==> src/rtl/ppu_spr_pkg.sv <==
// Shared definitions for the sprite evaluation engine.
// PPU_SPR_OVF_BUG_EN selects the 2C02 overflow-scan quirk in ppu_spr_eval.
package ppu_spr_pkg;

    localparam int N_SPR  = 64;
    localparam int N_SLOT = 8;

    localparam logic [3:0] S_IDLE = 4'd0;
    localparam logic [3:0] S_CLR  = 4'd1;
    localparam logic [3:0] S_RDY  = 4'd2;
    localparam logic [3:0] S_CMP  = 4'd3;
    localparam logic [3:0] S_RB1  = 4'd4;
    localparam logic [3:0] S_RB2  = 4'd5;
    localparam logic [3:0] S_RB3  = 4'd6;
    localparam logic [3:0] S_WR   = 4'd7;
    localparam logic [3:0] S_DONE = 4'd8;

    localparam logic [31:0] OAM2_EMPTY = 32'hFFFF_FFFF;

    localparam int SPR_H8  = 8;
    localparam int SPR_H16 = 16;

    localparam int F_Y    = 24;
    localparam int F_TILE = 16;
    localparam int F_ATTR = 8;
    localparam int F_X    = 0;

    typedef struct packed {
        logic [7:0] y;
        logic [7:0] tile;
        logic [7:0] attr;
        logic [7:0] x;
    } spr_t;

    function automatic logic [31:0] pack_spr(input spr_t s);
        logic [31:0] w;
        w = '0;
        w[F_Y+:8]    = s.y;
        w[F_TILE+:8] = s.tile;
        w[F_ATTR+:8] = s.attr;
        w[F_X+:8]    = s.x;
        return w;
    endfunction

endpackage

==> src/rtl/ppu_spr_range.sv <==
// Combinational sprite in-range test: scanline - Y with borrow,
// hit when no borrow and the row offset is below the sprite height.
module ppu_spr_range
    import ppu_spr_pkg::*;
(
    input  logic [7:0] y,
    input  logic [8:0] scanline,
    input  logic       h16,
    output logic       hit
);

    logic [9:0] diff;
    logic [8:0] lim;

    assign diff = {1'b0, scanline} - {2'b00, y};
    assign lim  = h16 ? 9'(SPR_H16) : 9'(SPR_H8);
    assign hit  = !diff[9] && (diff[8:0] < lim);

endmodule

==> src/rtl/ppu_spr_eval.sv <==
// Sprite evaluation: clears secondary OAM, then copies in-range sprites.
// Define PPU_SPR_OVF_BUG_EN to reproduce the 2C02 overflow-scan bug.
module ppu_spr_eval
    import ppu_spr_pkg::*;
(
    input  logic        i_clk,
    input  logic        i_rstn,
    input  logic        i_start,
    input  logic [8:0]  i_scanline,
    input  logic        i_spr_h16,
    output logic [7:0]  o_oam_addr,
    input  logic [7:0]  i_oam_q,
    output logic [2:0]  o_oam2_addr,
    output logic [31:0] o_oam2_data,
    output logic        o_oam2_we,
    output logic        o_busy,
    output logic        o_done,
    output logic [3:0]  o_spr_cnt,
    output logic        o_spr0_in,
    output logic        o_overflow
);

    logic [3:0] state;
    logic [5:0] n;
    logic [1:0] m;
    logic [2:0] clr_idx;
    logic [8:0] line;
    logic       h16;
    spr_t       spr;
    logic [3:0] cnt;
    logic       spr0;
    logic       ovf;
    logic       hit;
    logic       last;
    logic       full;

    ppu_spr_range u_range (
        .y        (i_oam_q),
        .scanline (line),
        .h16      (h16),
        .hit      (hit)
    );

    assign last = (n == 6'(N_SPR - 1));
    assign full = (cnt == 4'(N_SLOT));

    always_ff @(posedge i_clk or negedge i_rstn) begin
        if (!i_rstn) begin
            state   <= S_IDLE;
            n       <= '0;
            m       <= '0;
            clr_idx <= '0;
            line    <= '0;
            h16     <= 1'b0;
            spr     <= '0;
            cnt     <= '0;
            spr0    <= 1'b0;
            ovf     <= 1'b0;
        end else begin
            case (state)
                S_IDLE: begin
                    if (i_start) begin
                        line    <= i_scanline;
                        h16     <= i_spr_h16;
                        cnt     <= '0;
                        spr0    <= 1'b0;
                        ovf     <= 1'b0;
                        n       <= '0;
                        m       <= '0;
                        clr_idx <= '0;
                        state   <= S_CLR;
                    end
                end
                S_CLR: begin
                    clr_idx <= clr_idx + 3'd1;
                    if (clr_idx == 3'd7)
                        state <= S_RDY;
                end
                S_RDY: state <= S_CMP;
                S_CMP: begin
                    if (!hit) begin
                        n <= n + 6'd1;
`ifdef PPU_SPR_OVF_BUG_EN
                        // m wraps without carrying into n
                        if (full)
                            m <= m + 2'd1;
`endif
                        state <= last ? S_DONE : S_RDY;
                    end else if (full) begin
                        ovf   <= 1'b1;
                        state <= S_DONE;
                    end else begin
                        spr.y <= i_oam_q;
                        if (n == 6'd0)
                            spr0 <= 1'b1;
                        state <= S_RB1;
                    end
                end
                S_RB1: begin
                    spr.tile <= i_oam_q;
                    state    <= S_RB2;
                end
                S_RB2: begin
                    spr.attr <= i_oam_q;
                    state    <= S_RB3;
                end
                S_RB3: begin
                    spr.x <= i_oam_q;
                    state <= S_WR;
                end
                S_WR: begin
                    cnt   <= cnt + 4'd1;
                    n     <= n + 6'd1;
                    state <= last ? S_DONE : S_RDY;
                end
                S_DONE: state <= S_IDLE;
                default: state <= S_IDLE;
            endcase
        end
    end

    always_comb begin
        o_oam_addr = '0;
        case (state)
            S_RDY: o_oam_addr = {n, m};
            S_CMP: o_oam_addr = {n, 2'd1};
            S_RB1: o_oam_addr = {n, 2'd2};
            S_RB2: o_oam_addr = {n, 2'd3};
            default: o_oam_addr = '0;
        endcase
    end

    always_comb begin
        o_oam2_we   = 1'b0;
        o_oam2_addr = '0;
        o_oam2_data = '0;
        case (state)
            S_CLR: begin
                o_oam2_we   = 1'b1;
                o_oam2_addr = clr_idx;
                o_oam2_data = OAM2_EMPTY;
            end
            S_WR: begin
                o_oam2_we   = 1'b1;
                o_oam2_addr = cnt[2:0];
                o_oam2_data = pack_spr(spr);
            end
            default: begin
                o_oam2_we   = 1'b0;
                o_oam2_addr = '0;
                o_oam2_data = '0;
            end
        endcase
    end

    assign o_busy     = (state != S_IDLE);
    assign o_done     = (state == S_DONE);
    assign o_spr_cnt  = cnt;
    assign o_spr0_in  = spr0;
    assign o_overflow = ovf;

endmodule

==> config.mk <==
export PLATFORM = sky130hd
export DESIGN_NAME = ppu_spr_eval
export DESIGN_NICKNAME = d
export VERILOG_FILES = /design/src/rtl/ppu_spr_pkg.sv /design/src/rtl/ppu_spr_range.sv /design/src/rtl/ppu_spr_eval.sv
export SDC_FILE = /design/constraint.sdc
export NUM_CORES = 1
export LEC_CHECK = 0
export BUFFER_PORTS_ARGS = -buffer_cell sky130_fd_sc_hd__buf_4
export CAP_MARGIN = 40
export CORE_MARGIN = 2
export CORE_UTILIZATION = 34
export CTS_CLUSTER_SIZE = 14
export DETAILED_ROUTE_END_ITERATION = 8
export GPL_TIMING_DRIVEN = 0
export HOLD_SLACK_MARGIN = 0.02
export SYNTH_ARGS = -nofsm -noshare
export SYNTH_HDL_FRONTEND = slang
export SYNTH_SLANG_ARGS = --single-unit
==> constraint.sdc <==
create_clock -name i_clk -period 6.58 [get_ports i_clk]
set_input_delay 0.987 -clock i_clk [delete_from_list [all_inputs] [get_ports i_clk]]
set_output_delay 0.987 -clock i_clk [all_outputs]
set_load 0.01 [all_outputs]
### Yosys cells after proc, flatten, opt, wreduce, memory -nomap -nowiden

Index checks and enable logic that the tools add are counted.

* bits in registers: 61
* input port bits: 21
* output and inout port bits: 52
* word-level logic and storage cells: 80

* add/sub/neg operators: 4
* order comparisons: 1
* equal/unequal tests: 18
* multiplexer cells: 26
* bitwise logic cells: 1
* reductions and logical operators: 18

Operator list (number)
* $pmux W32 S2: 1
* $pmux W4 S8: 1
* $pmux W8 S4: 1
* $mux W4: 6
* $pmux W6 S3: 1
* $eq A4 B3 Y1 const B: 4
* $ne A2 B2 Y1 const B: 7
* $mux W6: 2
* $pmux W3 S2: 2
* $sub A9 B8 Y10: 1
* $lt A9 B9 Y1: 1
* $eq A4 B2 Y1 const B: 2
* $eq A4 B4 Y1 const B: 2
* $pmux W4 S2: 1
* $reduce_and A2 Y1: 4
* $mux W1: 7
* $add A6 B1 Y6 const B: 1
* $eq A6 B6 Y1 const B: 1
* $logic_not A6 Y1: 1
* $reduce_and A3 Y1: 2
* $reduce_bool A2 Y1: 3
* $mux W5: 1
* $reduce_and A5 Y1: 1
* $add A4 B1 Y4 const B: 1
* 13 further kinds: 14

### Longest topological paths before layout

* word-level depth: 5
* gate-level depth with buffers: 13
* gate-level depth less buffers: 12

### Cells and area by module

From an unflattened synthesis, not the netlist that was laid out.

* cells, all modules: 350
* area total of the unflattened synthesis: 3419.5 um^2

Modules (own cells, without submodules)
* ppu_spr_eval: times used 1, cells each 297, area an instance 3040.4 um^2
* ppu_spr_range: times used 1, cells each 53, area an instance 379.1 um^2

### Worst setup path before layout

Ideal clock, no wire load.

* path kind: input to register
* from: in i_oam_q[1]
* to: reg spr[24] (netlist bit)
* arrival time: 3.094 ns
* required time: 6.455 ns
* path slack: 3.362 ns
* stages on the path: 11
* cell sequence: inv_1 > ha_1 > a2111oi_4 > nor2_1 > xor2_1 > ha_1 > o211ai_1 > nor3b_1 > and4b_4 > o21ai_2 > mux2_2

* longest elaborated chain between the ends: 4

RTL lines
* from (decl): RTL line ppu_spr_eval.sv:12 `input logic [7:0] i_oam_q,`
* $sub A9 B8 Y10 *: RTL line ppu_spr_range.sv:15 `assign diff = {1'b0, scanline} - {2'b00, y};`
* $lt A9 B9 Y1 or $logic_not A1 Y1 (tied branches): RTL line ppu_spr_range.sv:17 `assign hit = !diff[9] && (diff[8:0] < lim);`
* $logic_and A1 B1 Y1 *: RTL line ppu_spr_range.sv:17
* $reduce_and A3 Y1 (no source line) *
* to (decl): RTL line ppu_spr_eval.sv:29 `spr_t spr;`

Every way passes the cells marked *; elsewhere a longest branch is shown, timed or not.
A chain may end at the register's enable or synchronous reset.

### Final worst setup path

* from: reg state[2]
* to: out o_oam2_data[12]

* longest elaborated chain between the ends: 2

RTL lines
* from (decl): RTL line ppu_spr_eval.sv:23 `logic [3:0] state;`
* from (signal assigned): RTL line ppu_spr_eval.sv:88 `state <= last ? S_DONE : S_RDY;`
* from (signal assigned): RTL line ppu_spr_eval.sv:114 `state <= last ? S_DONE : S_RDY;`
* $eq A4 B3 Y1 or $eq A4 B1 Y1 (tied branches): RTL line ppu_spr_eval.sv:137 `case (state)`
* $pmux W32 S2 *: RTL line ppu_spr_eval.sv:137
* to (decl): RTL line ppu_spr_eval.sv:14 `output logic [31:0] o_oam2_data,`

Marked as above.

==> impl_metrics.json <==
{
  "maxCapViolCount": 0,
  "synthesis.nets": 405,
  "clk_root_buffer_cell": "clkbuf_8",
  "design.die.area_um2": 10800,
  "synth_sequential_area_ratio_pct": 45.1,
  "cts-root-to-sink-buffers": 2,
  "placeableCoreArea_um2": 9730,
  "worst_hold_path_type": "reg2reg",
  "clock_sink_count": 61,
  "synth.largest_area_cell": "dfrtp_1",
  "grt_setup_unrepaired": "no",
  "synthDistinctLibCells": 48,
  "maximum_level_of_the_cts_h_tree": 3,
  "ys_seq_elements": 61,
  "final_design_area_no_fill_um2": 4340,
  "grt.total_usage_pct": 16.8,
  "synth-main-ff-cell": "dfrtp_1",
  "required_time_of_the_critical_path_ns": 5.59,
  "final.period_utilization_pct": 51.1,
  "setup_viol_count_final": 0,
  "ys_warn_count": 0,
  "drt_iter0_markers": 118,
  "power.density_cell_area_nw_per_um2": 450,
  "numPlacedInstances": 576,
  "finalHoldViolCount": 0,
  "place.gp.congestion": 0.810,
  "nNetsFinal": 489,
  "source_to_sink_clock_delay_at_the_later_pin_of_the_worst_skew_pair_ns": 0.35,
  "placed_instance_area_um2": 4100,
  "route.antenna.remaining_nets": 0,
  "antenna-diode-count": 0,
  "run_status": "completed",
  "max_freq_mhz": 297,
  "clock_slew_at_the_register_clock_pins_of_the_worst_setup_and_hold_paths_ns": 0.07,
  "area_delta_synth_final_pct": 28.1,
  "synth_edf_count": 0,
  "grt_max_degree": 62,
  "core.rowCount": 36,
  "first_global_vias": 2901,
  "layout-drive-gt1-share_pct": 28.3,
  "setup_total_negative_slack_ns": 0,
  "holdWs_ns": 0.479,
  "drt_first_pass_iters": 4,
  "postSynthCellCount": 370,
  "cts_buffers": 9,
  "vertical_extent_of_the_die_um": 104,
  "slew_headroom_pct": 39.4,
  "synth_top_cells_by_area": "dfrtp_1, nand2_1, mux2_2",
  "post_cts_resize_count": 0,
  "cts-hold-fix-buffers": 0,
  "final_routed_wire_length_divided_by_cell_count_um": 14.4,
  "syn-cell-area_um2": 3390,
  "fraction_of_registers_with_async_set_reset_pct": 100,
  "cts.repair_timing.setup_buffer_count": 0,
  "path_max_fanout": 10,
  "portBuffers": 72,
  "average_via_count_per_standard_cell": 4.81,
  "tritoncts": "built",
  "chipWidth_um": 104,
  "final_cell_mix": "nand2_1, buf_4, dfrtp_1",
  "synth_largest_type_area_fraction_pct": 45.1,
  "grt_antenna_before_repair": 0,
  "start_util_pct": 34.8,
  "power_leakage_nw": 2.25,
  "syn-mean-instance-area_um2": 9.15,
  "num_vias": 2849,
  "global_route.overflow_total": 0,
  "max-vdd-ir-drop_mv": 0.163,
  "worst-slew-pin-transition_ns": 0.902,
  "finalNonFillerCells": 592,
  "place_hpwl_um": 6300,
  "final_period_minus_worst_setup_slack_ns": 3.37,
  "worstSetupPathType": "reg2out",
  "mostFrequentLayoutCell": "nand2_1",
  "i_o_pin_count": 73,
  "timing_max_transition_violations_final": 0,
  "grt_pass1_wl_um": 14400,
  "worst_clock_skew_ns": 0.00963,
  "drt_drc_violations_left": 0,
  "cp.arrival_ns": 2.38,
  "drt_wl_total_um": 8500,
  "cp-end-kind": "output port",
  "setup.worst_path.start_class": "flop"
}
cell usage after synthesis (5+ instances only):
library cell,count
mux2_2,32
and2_1,7
nand3_1,7
a21oi_1,6
dfrtp_1,61
clkbuf_1,15
inv_1,16
o21ai_0,11
nor2_1,19
ha_1,14
nand2_1,116
xnor2_1,5
nor3_1,7
worst paths after layout:
| check | start | to | slack [ns] | cells past startpoint |
|---|---|---|---|---|
| max | state[2]$_DFFE_PN0P_ | o_oam2_data[12] | 3.21 | 7 |
| min | line[5]$_DFFE_PN0P_ | line[5]$_DFFE_PN0P_ | 0.48 | 2 |
| max reg2reg | line[1]$_DFFE_PN0P_ | spr[31]$_DFFE_PN0P_ | 3.75 | 10 |
| min reg2reg | line[5]$_DFFE_PN0P_ | line[5]$_DFFE_PN0P_ | 0.48 | 2 |
| max in group asynchronous | i_rstn | spr[28]$_DFFE_PN0P_ | 5.34 | 1 |
| min in group asynchronous | i_rstn | spr[4]$_DFFE_PN0P_ | 0.72 | 1 |
sequential cells by signal (all words and copies together), names as in the netlist:
name        cells
line            9
o_spr0_in       1
n               6
h16             1
o_spr_cnt       4
spr            32
state           4
clr_idx         3
o_overflow      1
report_power, final:
part           total, mW  switching (mW)  internal (mW)
Combinational      0.945           0.503          0.442
Clock              0.411           0.150          0.262
Sequential         0.597          0.0887          0.508
final cells by class:
type	count	area, um2
Fill cell	981	5390
Multi-Input combinational cell	276	1730
Sequential cell	61	1530
Timing Repair Buffer	73	546
Tap cell	133	166
Clock buffer	12	145
Clock inverter	4	95.1
Buffer	17	71.3
Inverter	16	60.1
critical path, cell delays in order, from the launching register on:
cell	delay, ns
dfrtp_1	0.32
clkbuf_1	0.31
nor2_1	0.13
nand3b_1	0.16
clkbuf_1	0.39
clkbuf_1	0.44
nand2_1	0.11
buf_4	0.16
per-stage QoR:
stage,worst slack (ns),utilization [%],power (mW)
3_5_place_dp,2.97,42.1,1.55
4_1_cts,3.21,44.6,1.97
5_1_grt,2.97,44.6,2.11
3_3_place_gp,3.00,42.1,1.53
6_report,3.21,44.6,1.95
2_1_floorplan,3.36,-,1.17
logic make-up (layout without fill, tap and decap cells):
logic type	count (synthesis)	after routing	share of synthesized area, %
xor+xnor	7	7	1.81
flops	61	61	45.1
mux	35	35	11.5
simple gates	182	182	24.2
compound gates	38	38	8.32
fa+ha+maj	14	14	5.17
buf+inv	33	122	3.88
routing by layer:
layer	share of wire [%]	GRT usage, %	wire, um	up-vias
met1	46	21.6	3890	1375
li1	-	-	-	1404
met4	1.7	6.08	147	0
met2	49	27.8	4120	58
met5	0	0	0	-
met3	3.9	3.78	331	12
(Power assumes the default switching activity.)
